$ cat src/rtl/vga_timing_pkg.sv
// Shared VGA timing constants, framebuffer geometry and the VRAM arbiter state encoding.
package vga_timing_pkg;

    localparam int VGA_H_START   = 144;
    localparam int VGA_V_START   = 35;
    localparam int VGA_H_ACTIVE  = 640;
    localparam int VGA_V_ACTIVE  = 480;
    localparam int FB_W_DEFAULT  = 160;
    localparam int FB_H_DEFAULT  = 120;
    localparam int SCALE_DEFAULT = 2;

    localparam int ADDR_W = 15;
    localparam int ROW_W  = 7;
    localparam int COL_W  = 8;

    typedef enum logic [1:0] {
        ST_IDLE = 2'd0,
        ST_DISP = 2'd1,
        ST_CPU  = 2'd2
    } arb_state_e;

    // Which requester the RAM word arriving next cycle belongs to.
    typedef enum logic {
        OWN_DISP = 1'b0,
        OWN_CPU  = 1'b1
    } owner_e;

endpackage

$ cat src/rtl/fb_addr_gen.sv
// Framebuffer row/column to linear address for a 160-pixel-wide buffer, shift-and-add only.
module fb_addr_gen
    import vga_timing_pkg::*;
(
    input  logic [ROW_W-1:0]  row_i,
    input  logic [COL_W-1:0]  col_i,
    output logic [ADDR_W-1:0] addr_o
);

    // row*160 = row*128 + row*32
    assign addr_o = (ADDR_W'(row_i) << 7) + (ADDR_W'(row_i) << 5) + ADDR_W'(col_i);

endmodule

$ cat src/rtl/vram_arbiter.sv
// Single-port VRAM arbiter: display fetch slots have absolute priority, CPU gets the gaps.
module vram_arbiter
    import vga_timing_pkg::*;
#(
    parameter int H_START    = VGA_H_START,
    parameter int V_START    = VGA_V_START,
    parameter int FB_W       = FB_W_DEFAULT,
    parameter int FB_H       = FB_H_DEFAULT,
    parameter int SCALE_LOG2 = SCALE_DEFAULT
) (
    input  logic              clk_25mhz,
    input  logic              rst,
    input  logic [9:0]        x,
    input  logic [9:0]        y,
    input  logic              cpu_req,
    input  logic              cpu_we,
    input  logic [ADDR_W-1:0] cpu_addr,
    input  logic [7:0]        cpu_wdata,
    output logic              cpu_ack,
    output logic              cpu_rvalid,
    output logic [7:0]        cpu_rdata,
    output logic [ADDR_W-1:0] mem_addr,
    output logic              mem_we,
    output logic [7:0]        mem_wdata,
    input  logic [7:0]        mem_rdata,
    output logic [7:0]        pix_out
);

    localparam int                LEAD       = 1 << SCALE_LOG2;
    localparam logic [9:0]        FETCH_X0   = 10'(H_START - LEAD);
    localparam logic [9:0]        FETCH_X1   = 10'(H_START + VGA_H_ACTIVE - LEAD);
    localparam logic [9:0]        ACT_X0     = 10'(H_START);
    localparam logic [9:0]        ACT_X1     = 10'(H_START + VGA_H_ACTIVE);
    localparam logic [9:0]        ACT_Y0     = 10'(V_START);
    localparam logic [9:0]        ACT_Y1     = 10'(V_START + VGA_V_ACTIVE);
    localparam logic [9:0]        PHASE_MASK = 10'(LEAD - 1);
    localparam logic [ADDR_W-1:0] FB_SIZE    = ADDR_W'(FB_W * FB_H);

    arb_state_e        state_q, state_d;
    owner_e            owner_q;
    logic              rd_pend_q;
    logic              oob_q;
    logic [7:0]        pend_q;
    logic [7:0]        pix_q;
    logic [7:0]        rdata_q;
    logic [7:0]        wdata_q;
    logic [ADDR_W-1:0] addr_q;

    logic [9:0]        fetch_phase, line_off, pix_phase;
    logic              in_lines, in_fetch, in_active, disp_slot, pix_load, cpu_oob;
    logic [ROW_W-1:0]  row;
    logic [COL_W-1:0]  col;
    logic [ADDR_W-1:0] disp_addr;

    assign fetch_phase = x - FETCH_X0;
    assign line_off    = y - ACT_Y0;
    assign pix_phase   = x - ACT_X0;
    assign in_lines    = (y >= ACT_Y0) && (y < ACT_Y1);
    assign in_fetch    = in_lines && (x >= FETCH_X0) && (x < FETCH_X1);
    assign in_active   = in_lines && (x >= ACT_X0) && (x < ACT_X1);
    assign disp_slot   = in_fetch && ((fetch_phase & PHASE_MASK) == '0);
    assign pix_load    = in_active && ((pix_phase & PHASE_MASK) == '0);
    assign row         = ROW_W'(line_off >> SCALE_LOG2);
    assign col         = COL_W'(fetch_phase >> SCALE_LOG2);
    assign cpu_oob     = (cpu_addr >= FB_SIZE);

    fb_addr_gen u_addr_gen (
        .row_i  (row),
        .col_i  (col),
        .addr_o (disp_addr)
    );

    always_comb begin
        state_d    = ST_IDLE;
        cpu_ack    = 1'b0;
        mem_we     = 1'b0;
        mem_addr   = addr_q;
        mem_wdata  = wdata_q;
        cpu_rvalid = 1'b0;
        cpu_rdata  = rdata_q;
        pix_out    = '0;

        // A grant in the previous cycle blocks this one so a held request is not served twice.
        if (rst)                                  state_d = ST_IDLE;
        else if (disp_slot)                       state_d = ST_DISP;
        else if (cpu_req && (state_q != ST_CPU))  state_d = ST_CPU;

        case (state_d)
            ST_DISP: mem_addr = disp_addr;
            ST_CPU: begin
                cpu_ack   = 1'b1;
                mem_addr  = cpu_addr;
                mem_wdata = cpu_wdata;
                mem_we    = cpu_we && !cpu_oob;
            end
            default: ;
        endcase

        if (rd_pend_q && (owner_q == OWN_CPU)) begin
            cpu_rvalid = 1'b1;
            cpu_rdata  = oob_q ? 8'h00 : mem_rdata;
        end

        if (in_active) pix_out = pix_load ? pend_q : pix_q;
    end

    always_ff @(posedge clk_25mhz or posedge rst) begin
        if (rst) begin
            state_q   <= ST_IDLE;
            owner_q   <= OWN_DISP;
            rd_pend_q <= 1'b0;
            oob_q     <= 1'b0;
            pend_q    <= '0;
            pix_q     <= '0;
            rdata_q   <= '0;
            wdata_q   <= '0;
            addr_q    <= '0;
        end else begin
            state_q   <= state_d;
            owner_q   <= (state_d == ST_CPU) ? OWN_CPU : OWN_DISP;
            rd_pend_q <= (state_d == ST_DISP) || ((state_d == ST_CPU) && !cpu_we);
            oob_q     <= cpu_oob;
            pix_q     <= pix_out;
            rdata_q   <= cpu_rdata;
            wdata_q   <= mem_wdata;
            addr_q    <= mem_addr;
            if (rd_pend_q && (owner_q == OWN_DISP)) pend_q <= mem_rdata;
        end
    end

endmodule

$ cat config.mk
export PLATFORM = sky130hd
export DESIGN_NAME = vram_arbiter
export DESIGN_NICKNAME = d
export VERILOG_FILES = /design/src/rtl/vga_timing_pkg.sv /design/src/rtl/fb_addr_gen.sv /design/src/rtl/vram_arbiter.sv
export SDC_FILE = /design/constraint.sdc
export NUM_CORES = 1
export LEC_CHECK = 0
export BUFFER_PORTS_ARGS = -buffer_cell sky130_fd_sc_hd__clkbuf_2
export CORE_MARGIN = 5
export CORE_UTILIZATION = 47
export CTS_CLUSTER_DIAMETER = 120
export DETAILED_ROUTE_END_ITERATION = 10
export PLACE_DENSITY = 0.78
export SLEW_MARGIN = 20
export SYNTH_ARGS = -nofsm -noshare
export SYNTH_HDL_FRONTEND = slang
export SYNTH_SLANG_ARGS = --single-unit
$ cat constraint.sdc
create_clock -name clk_25mhz -period 3.6 [get_ports clk_25mhz]
set_input_delay 0.18 -clock clk_25mhz [delete_from_list [all_inputs] [get_ports clk_25mhz]]
set_output_delay 0.18 -clock clk_25mhz [all_outputs]
set_load 0.02 [all_outputs]
==> results.md, run 1 <==
- Final WL: 7.26 mm
- Core region area: 5960 um2
- Drt drc: 0
- Grt met3 use: 0.0400
- IO Port Bufs: 96
- CTS tree: built
- Clk sinks: 52
- Area contributors post-synth: dfrtp_1 (45%), ha_1 (6.5%), mux2_2 (6.2%), nand2_1 (5.8%), a221o_1 (5.2%)
- Top_reg_cell synth: dfrtp_1
- CP Data Arrival Time: 3.24 ns
- CTS H-tree depth: 2
- Net count after synthesis: 352
- Synth Cell Area: 2900 um2
- Syn avg cell area: 10.4 um2
- Root buf cell: clkbuf_8
- Worst min path class: in2reg
- Final nets: 452
- FMAX: 292 MHz
- First-pass GRT wire length: 11.7 mm
- Slew margin rel.: 0.571
- Hold Crit Endpoint: rd_pend_q
- Crit. End Element: output port
- Largest net degree at the start of global routing: 38
- Peak VDD IR: 0.271 mV
- Leak: 1.78 nW
- Final Util: 0.603
- Unique masters post-synth: 44
- Layout cells sized above 1: 0.370
- Setup-failing EPs final: 0
- HP Start: cpu_we
- Num CTS Buffers: 5
- Sequential cell area fraction in the yosys report: 0.448
- Adder-Cell Fraction of Synth Area: 0.0784
- Final min period: 3.42 ns
- Clock Skew: 0.0128 ns
- Seq cells post-synth: 52
- Starting Density: 0.487
- R2r setup slk: 1.96 ns
- Async S/R FF share, synth: 1.00
- DRT Pass-1 Iters: 6
- GR Layer Usage met1: 0.239
- Simple-gate share of the synthesized area: 0.124
- Crit start category: input pin
- Worst r2r dst: wdata_q[2]
- Hold Crit Depth: 2
- Initial antenna violation count: 0
- Layout Area Growth over Synthesis: 23.8%
- DR WL/cell: 15.9 um
- Ant diodes: 0
- Via count: 2,571
- Die H: 88.6 um
- GRT Residual Overflow: 0
- Tot GR Track Use: 0.191
- Synth top area share: 0.448
- YS warnings: 0
- Cells after synthesis: 280
- Met2 Usage GRT: 0.336
- Worst-path clk slew: 0.11 ns
- RSZ-0062 raised after global routing: false
- Initial DRC count: 102
- Post-synth EDFFs: 0
- Largest family of logic cells by synthesized area: compound AO/OA/AOI/OAI gates
- WP data required: 3.42 ns
- Worst reg2reg startpoint: state_q[1]
- Setup tns final: 0 ns
- DIE AREA: 7850 um2
- Post-CTS setup buffers: 0
- Final ANT Viol Nets: 0
- Routed vias/inst: 5.64
- GRT busiest layer: met2
- # rows: 28
- Multiplexer area fraction after synthesis: 0.0621
- Skew-Pair Late Insertion Delay: 0.32 ns
- Final worst path period share: 0.950
- Worst-case reg-to-reg path depth: 4
- Power Dens Cells: 485 nW/um2
- Synth Area in Compound Gates: 0.206
- Hold Violations, Final: 0
- Critical Path Fanout Max: 3
- Clock Path Buffers: 2
- Max cap viols: 0
- Worst slew pin tran: 0.642 ns
- Vias in the first global route: 2,526
- IO Pins: 97
- Post-Synth XOR/XNOR Area: 0.0453
- Placer Congestion: 0.864
- Die width: 88.6 um
- Final slew viol count: 0
- Status: completed
- WS Path Type: in2out
- Cell taking the most area after synthesis: dfrtp_1
- Detailed Place HPWL: 5.59 mm
## Yosys cell counts, types with 2 or more instances
cell type,instances
a211oi_1,2
a21o_1,3
a21oi_1,17
a221o_1,15
a31oi_1,14
and3_1,2
buf_2,2
buf_6,3
clkbuf_1,5
dfrtp_1,52
fa_1,2
ha_1,15
inv_1,6
mux2_2,16
nand2_1,45
nand2b_1,9
nand3_1,4
nor2_1,9
nor2b_1,3
nor4_1,2
o211ai_1,2
o21a_1,4
o21ai_0,14
xnor2_1,7
xor2_1,8
## worst max-delay path by stage
stage | depth (start not counted) | startpoint | slack, ns | end
5_1_grt | 13 | x[5] | 0.006 | mem_addr[14]
4_1_cts | 13 | x[6] | 0.02 | mem_addr[14]
3_5_place_dp | 13 | x[6] | 0.006 | mem_addr[14]
2_1_floorplan | 11 | x[6] | 0.34 | mem_addr[14]
3_3_place_gp | 13 | x[6] | 0.12 | mem_addr[14]
6_report | 13 | x[6] | 0.18 | mem_addr[14]
## power by group
group          internal, mW  total (mW)  switching, mW
clock network         0.143       0.351          0.208
logic                 0.267       0.661          0.394
registers             0.694       0.730         0.0361
total                  1.10        1.74          0.638
## final cells by class
type                    count  area, um2
flip-flops and latches     52       1300
inverters                   8       30.0
fillers                   546       2360
repair buffers            105        551
clock buffers               5       68.8
multi-input cells         208       1520
clock inverters             3       27.5
well taps                  75       93.8
## cell usage in the layout (no fill, tap or decap), types with 3 or more instances in the layout
master / count
nand3_1: 4
a21o_1: 3
ha_1: 15
inv_1: 6
dfrtp_1: 52
a221o_1: 15
clkbuf_2: 95
o21a_1: 4
xor2_1: 7
a31oi_1: 14
nand2_1: 45
nand2b_1: 9
buf_4: 8
clkbuf_8: 5
xnor2_1: 7
a21oi_1: 15
o21ai_0: 14
nor2_1: 9
nor2b_1: 3
mux2_2: 16
## flip-flops by register name, summed over array words and instances (netlist names)
name / flops
wdata_q: 8
rdata_q: 8
oob_q: 1
addr_q: 15
owner_q: 1
rd_pend_q: 1
state_q: 2
pix_q: 8
pend_q: 8
## cells by family after synthesis
family | after synthesis
compound gates | 81
fa+ha+maj | 17
mux | 16
flops | 52
buf+inv | 20
xor+xnor | 15
simple gates | 79
## stage by stage
stage / instance area, um2 / hold slack [ns] / power [mW] / std cells / worst slack, ns
floorplan: 2900 / 0.292 / 1.19 / 280 / 0.337
global placement: 3460 / 0.263 / 1.38 / 447 / 0.116
CTS: 3570 / 0.0679 / 1.75 / 456 / 0.0230
global route: 3590 / 0.0919 / 1.86 / 456 / 0.00577
detailed placement: 3460 / 0.283 / 1.40 / 447 / 0.00597
finish: 3590 / 0.0674 / 1.74 / 456 / 0.180
## repair_timing
action,in CTS,in global routing
endpoints found under the hold margin,17,0
endpoints found under the setup margin,1,5
hold buffers,1,0
gates resized for setup,1,5
pin swaps,2,4
## critical path, cell delays in order
cell and delay (ns):
clkbuf_2 0.12, or3_4 0.40, a21o_1 0.20, a21oi_2 0.17, xor2_2 0.20, fa_1 0.46, fa_2 0.37, a211o_1 0.33
nand2_1 0.06, a21boi_0 0.09, o21a_1 0.19, a221o_1 0.31, buf_2 0.17
## metal layers
layer / wire length, um / vias up
met5: 0 / -
met4: 140 / 0
met3: 559 / 17
met2: 3630 / 102
met1: 2930 / 1242
li1: - / 1210
Power figures use the tool's default switching activity.
==> run 2, diff against run 1 <==
BUFFER_PORTS_ARGS = default   (was -buffer_cell sky130_fd_sc_hd__clkbuf_2)
DONT_BUFFER_PORTS = 1   (was default)
PLACE_DENSITY = 0.65   (was 0.78)
==> results.md, run 2 (synthesis results as in run 1) <==
- Status: completed
- DP Area: 2950 um2
- Most common cell after layout, fill and taps aside: dfrtp_1
- Ant diodes: 0
- Crit start category: input pin
- Placer Congestion: 0.762
- # rows: 28
- Max reg flops: 15
- Peak VDD IR: 0.287 mV
- Final WL: 6.86 mm
- Starting Density: 0.487
- Via count: 2,119
- Slew margin rel.: 0.426
- DRT Pass-1 Iters: 4
- Final min period: 3.44 ns
- Critical Path Fanout Max: 4
- Drt drc: 0
- Hold Violations, Final: 0
- CTS H-tree depth: 2
- Die width: 88.6 um
- First-pass GRT wire length: 10.6 mm
- Inst Count DP: 347
- Routed vias/inst: 5.89
- IO Port Bufs: 0
- Layout cells sized above 1: 0.126
- Core region area: 5960 um2
- Post-CTS setup buffers: 0
- Max cap viols: 0
- Skew-Pair Late Insertion Delay: 0.31 ns
- Initial antenna violation count: 0
- Footprint of the multi-input gates: 1500 um2
- WP data required: 3.42 ns
- Clock Path Buffers: 2
- CTS tree: built
- Crit. End Element: output port
- Worst slew pin tran: 0.859 ns
- Top reg by flops: addr_q
- GRT Residual Overflow: 0
- Setup-failing EPs final: 0
- Final nets: 356
- Final non-filler cell total: 360
- Root buf cell: clkbuf_8
- RSZ-0062 raised after global routing: false
- Clk sinks: 52
- Final worst path period share: 0.955
- Worst-path clk slew: 0.10 ns
- Final WS setup: 0.160 ns
- Clock Skew: 0.00795 ns
- DIE AREA: 7850 um2
- Power Total: 1.62 mW
- Power Dens Cells: 523 nW/um2
- Worst-case reg-to-reg path depth: 5
- Most frequent cells in the layout: dfrtp_1 (52), nand2_1 (45), a21oi_1 (17), mux2_2 (16)
- Num CTS Buffers: 5
- Detailed Place HPWL: 5.12 mm
- CP Data Arrival Time: 3.26 ns
- Layout Area Growth over Synthesis: 6.77%
- WS Path Type: in2out
- Initial DRC count: 87
- DR WL/cell: 19.1 um
- Vias in the first global route: 2,179
- Cts repair resizes: 0
- Fin area: 3100 um2
- Setup tns final: 0 ns
- Register area: 1300 um2
- Fillers: 569
- Tot GR Track Use: 0.176
- Leak: 1.37 nW
- IO Pins: 97
- Final slew viol count: 0
- Setup WS pre-CTS: 0.173 ns
- FMAX: 291 MHz
- Worst min path class: in2async
- Die H: 88.6 um
- Final ANT Viol Nets: 0
- Largest net degree at the start of global routing: 68
[run 2: changes by cell type in the layout (fill, tap and decap cells not counted)]
| cell | change |
|---|---|
| fa_2 | -1 |
| xor2_1 | +1 |
| dlygate4sd3_1 | +4 |
| fa_1 | +1 |
| xor2_2 | -1 |
| a21oi_2 | -2 |
| buf_4 | -4 |
| or3_1 | +1 |
| a21oi_1 | +2 |
| buf_2 | -1 |
| or3_4 | -1 |
| clkbuf_2 | -95 |
[run 2: metal layers]
layer	vias to the layer above	track usage	routed length [um]
met5	-	0	0
met4	0	0.0453	46
met3	6	0.0577	572
met2	66	0.307	3500
met1	1026	0.211	2750
li1	1021	-	-
[run 2: final timing paths]
kind | start | to | slack (ns)
hold / removal | rst | state_q[1] | 0.0007
setup / recovery | x[6] | mem_addr[14] | 0.16
setup reg to reg | state_q[1] | wdata_q[4] | 1.39
min in group clk_25mhz | mem_rdata[1] | pend_q[1] | 0.01
hold reg to reg | pend_q[6] | pend_q[6] | 0.53
max in group asynchronous | rst | addr_q[14] | 3.11
[run 2: layout make-up]
cell class | instances | share of cell area
clock buffer | 5 | 0.0222
clock inverter | 3 | 0.00888
inverter | 8 | 0.00969
multi-input combinational | 208 | 0.483
sequential | 52 | 0.420
tap | 75 | 0.0303
timing repair buffer | 9 | 0.0258
[run 2: stage by stage]
stage	utilization	hold WS, ns
global placement	0.496	0.299
floorplan	-	0.292
global route	0.520	0.00196
detailed placement	0.496	0.300
CTS	0.517	0.000879
finish	0.520	0.000719
[run 2: critical path, stage by stage]
cell      delay [ns]
or3_1           0.42
a21o_1          0.20
a21oi_1         0.18
xor2_1          0.19
fa_1            0.49
fa_1            0.49
a211o_1         0.35
nand2_1         0.07
a21boi_0        0.10
o21a_1          0.19
a221o_1         0.40
[run 2: report_power, final]
part | total, mW | internal [mW] | switching [mW]
Sequential | 0.732 | 0.694 | 0.0379
Clock | 0.356 | 0.143 | 0.213
Combinational | 0.532 | 0.189 | 0.344
Total | 1.62 | 1.03 | 0.594
[run 2: timing repair]
item | in CTS | in global routing
endpoints found under the setup margin | 0 | 0
hold buffers | 3 | 2
endpoints found under the hold margin | 3 | 2
==> run 3, diff against run 2 <==
ABC_AREA = 1   (was default)
==> results.md, run 3 <==
- Clock Path Buffers: 2
- CTS H-tree depth: 2
- WS Path Type: in2out
- Unique masters post-synth: 38
- Max cap viols: 0
- Die width: 90.3 um
- Fillers: 630
- Final ANT Viol Nets: 0
- Final WL: 7.03 mm
- Hold Violations, Final: 0
- Cells after synthesis: 373
- Skew-Pair Late Insertion Delay: 0.30 ns
- Root buf cell: clkbuf_8
- Power Total: 1.55 mW
- Worst-case reg-to-reg path depth: 6
- Layout cells sized above 1: 0.0798
- Footprint of the multi-input gates: 1500 um2
- Most common cell in the synthesized netlist: nand2_1
- Synth Cell Area: 3030 um2
- IO Port Bufs: 0
- Power Dens Cells: 484 nW/um2
- Worst-path clk slew: 0.11 ns
- DP Area: 3100 um2
- Peak VDD IR: 0.455 mV
- Setup-failing EPs final: 0
- FMAX: 362 MHz
- Core region area: 6310 um2
- GRT Residual Overflow: 0
- Die H: 90.3 um
- Seq cells post-synth: 52
- RSZ-0062 raised after global routing: false
- Largest net degree at the start of global routing: 54
- Initial DRC count: 116
- Tot GR Track Use: 0.176
- CP Data Arrival Time: 2.59 ns
- Commonest cells in the netlist: nand2_1 (103), nand3_1 (54), dfrtp_1 (52)
- Initial antenna violation count: 0
- Leak: 1.69 nW
- Clock Skew: 0.0116 ns
- Num CTS Buffers: 5
- WP data required: 3.42 ns
- Setup tns final: 0 ns
- Net count after synthesis: 445
- Status: completed
- Layout Area Growth over Synthesis: 5.86%
- Crit. End Element: output port
- Final nets: 447
- CTS tree: built
- Critical Path Fanout Max: 4
- DR WL/cell: 15.5 um
- Synth top area share: 0.429
- Register area: 1300 um2
- Final slew viol count: 0
- Worst min path class: in2async
- Routed vias/inst: 5.30
- Area contributors post-synth: dfrtp_1 (43%), nand2_1 (13%), nand3_1 (8.9%), ha_1 (6.2%), inv_1 (5.3%)
- Worst slew pin tran: 0.835 ns
- Max reg flops: 15
- YS warnings: 0
- Post-synth EDFFs: 0
- IO Pins: 97
- DIE AREA: 8160 um2
- Clk sinks: 52
- Final worst path period share: 0.768
- Sequential cell area fraction in the yosys report: 0.429
- Top reg by flops: addr_q
- Vias in the first global route: 2,540
- Async S/R FF share, synth: 1.00
- Most frequent cells in the layout: nand2_1 (103), nand3_1 (54), dfrtp_1 (52), inv_1 (42), nor2_1 (18)
- Most common cell after layout, fill and taps aside: nand2_1
- Ant diodes: 0
- Crit start category: input pin
- # rows: 29
- Cell taking the most area after synthesis: dfrtp_1
- Top_reg_cell synth: dfrtp_1
- First-pass GRT wire length: 12.0 mm
- Starting Density: 0.480
- Fin area: 3210 um2
- Detailed Place HPWL: 5.63 mm
- Final min period: 2.77 ns
- Drt drc: 0
- Post-CTS setup buffers: 0
- Slew margin rel.: 0.439
- Placer Congestion: 0.908
- Syn avg cell area: 8.13 um2
- DRT Pass-1 Iters: 4
- Via count: 2,401
==> run 3: cell count changes after synthesis, moves of 4 or more <==
cell,previous run,this run
a21oi_1,17,9
a221o_1,15,0
a31oi_1,14,1
inv_1,6,43
inv_2,1,5
mux2_2,16,1
mux2i_1,0,8
nand2_1,45,103
nand2b_1,9,0
nand3_1,4,54
nor2_1,9,18
o21a_1,4,0
o31ai_1,1,8
xnor2_1,7,2
==> run 3: what timing repair did <==
item	CTS	global route
setup endpoints to repair	0	0
endpoints found under the hold margin	1	0
resized for setup	0	0
hold buffers	1	0
==> run 3: final timing paths <==
path                              start            to  slack [ns]
setup / recovery                   x[2]  mem_addr[10]        0.83
hold / removal                      rst         oob_q        0.03
setup reg to reg             state_q[0]    wdata_q[7]        1.76
hold reg to reg               pend_q[3]     pend_q[3]        0.51
max in group asynchronous           rst     pend_q[3]        3.13
min in group clk_25mhz     mem_rdata[6]     pend_q[6]        0.03
==> run 3: per-layer routing <==
metal / routed length, um / track usage / vias to the layer above
li1: - / - / 1214
met1: 2840 / 0.214 / 1099
met2: 3460 / 0.299 / 84
met3: 697 / 0.0675 / 4
met4: 31 / 0.0298 / 0
met5: 0 / 0 / -
==> run 3: cells by family (layout without fill, tap and decap cells) <==
group,after synthesis,after routing,synth area share
compound gates,38,38,0.0797
simple gates,188,188,0.279
mux,9,9,0.0301
fa+ha+maj,17,17,0.0751
flops,52,52,0.429
buf+inv,58,61,0.0755
xor+xnor,11,11,0.0318
==> run 3: critical path, stage by stage <==
cell	delay [ns]
ha_1	0.20
inv_1	0.07
nand2_2	0.08
o21ai_0	0.21
xor2_1	0.19
ha_1	0.25
ha_1	0.22
fa_1	0.42
a31oi_1	0.23
xor2_1	0.17
inv_1	0.06
nand2_1	0.07
nand3_1	0.23
==> run 3: area by class of cell <==
class | count | share of cell area
repair buffers | 3 | 0.00780
multi-input cells | 263 | 0.468
well taps | 77 | 0.0300
inverters | 50 | 0.0589
flip-flops and latches | 52 | 0.405
clock inverters | 3 | 0.00858
clock buffers | 5 | 0.0214
==> run 3: power by group <==
group	switching [mW]	internal, mW
clock	0.196	0.143
combinational	0.346	0.140
sequential	0.0378	0.691
total	0.579	0.974
==> run 3: per-stage QoR <==
step	hold slack, ns	util	cells	setup slack, ns
floorplan	0.292	-	373	0.795
global placement	0.302	0.491	444	0.806
detailed placement	0.299	0.491	444	0.793
CTS	0.0172	0.508	453	0.820
global route	0.0110	0.508	453	0.580
finish	0.0260	0.508	453	0.834
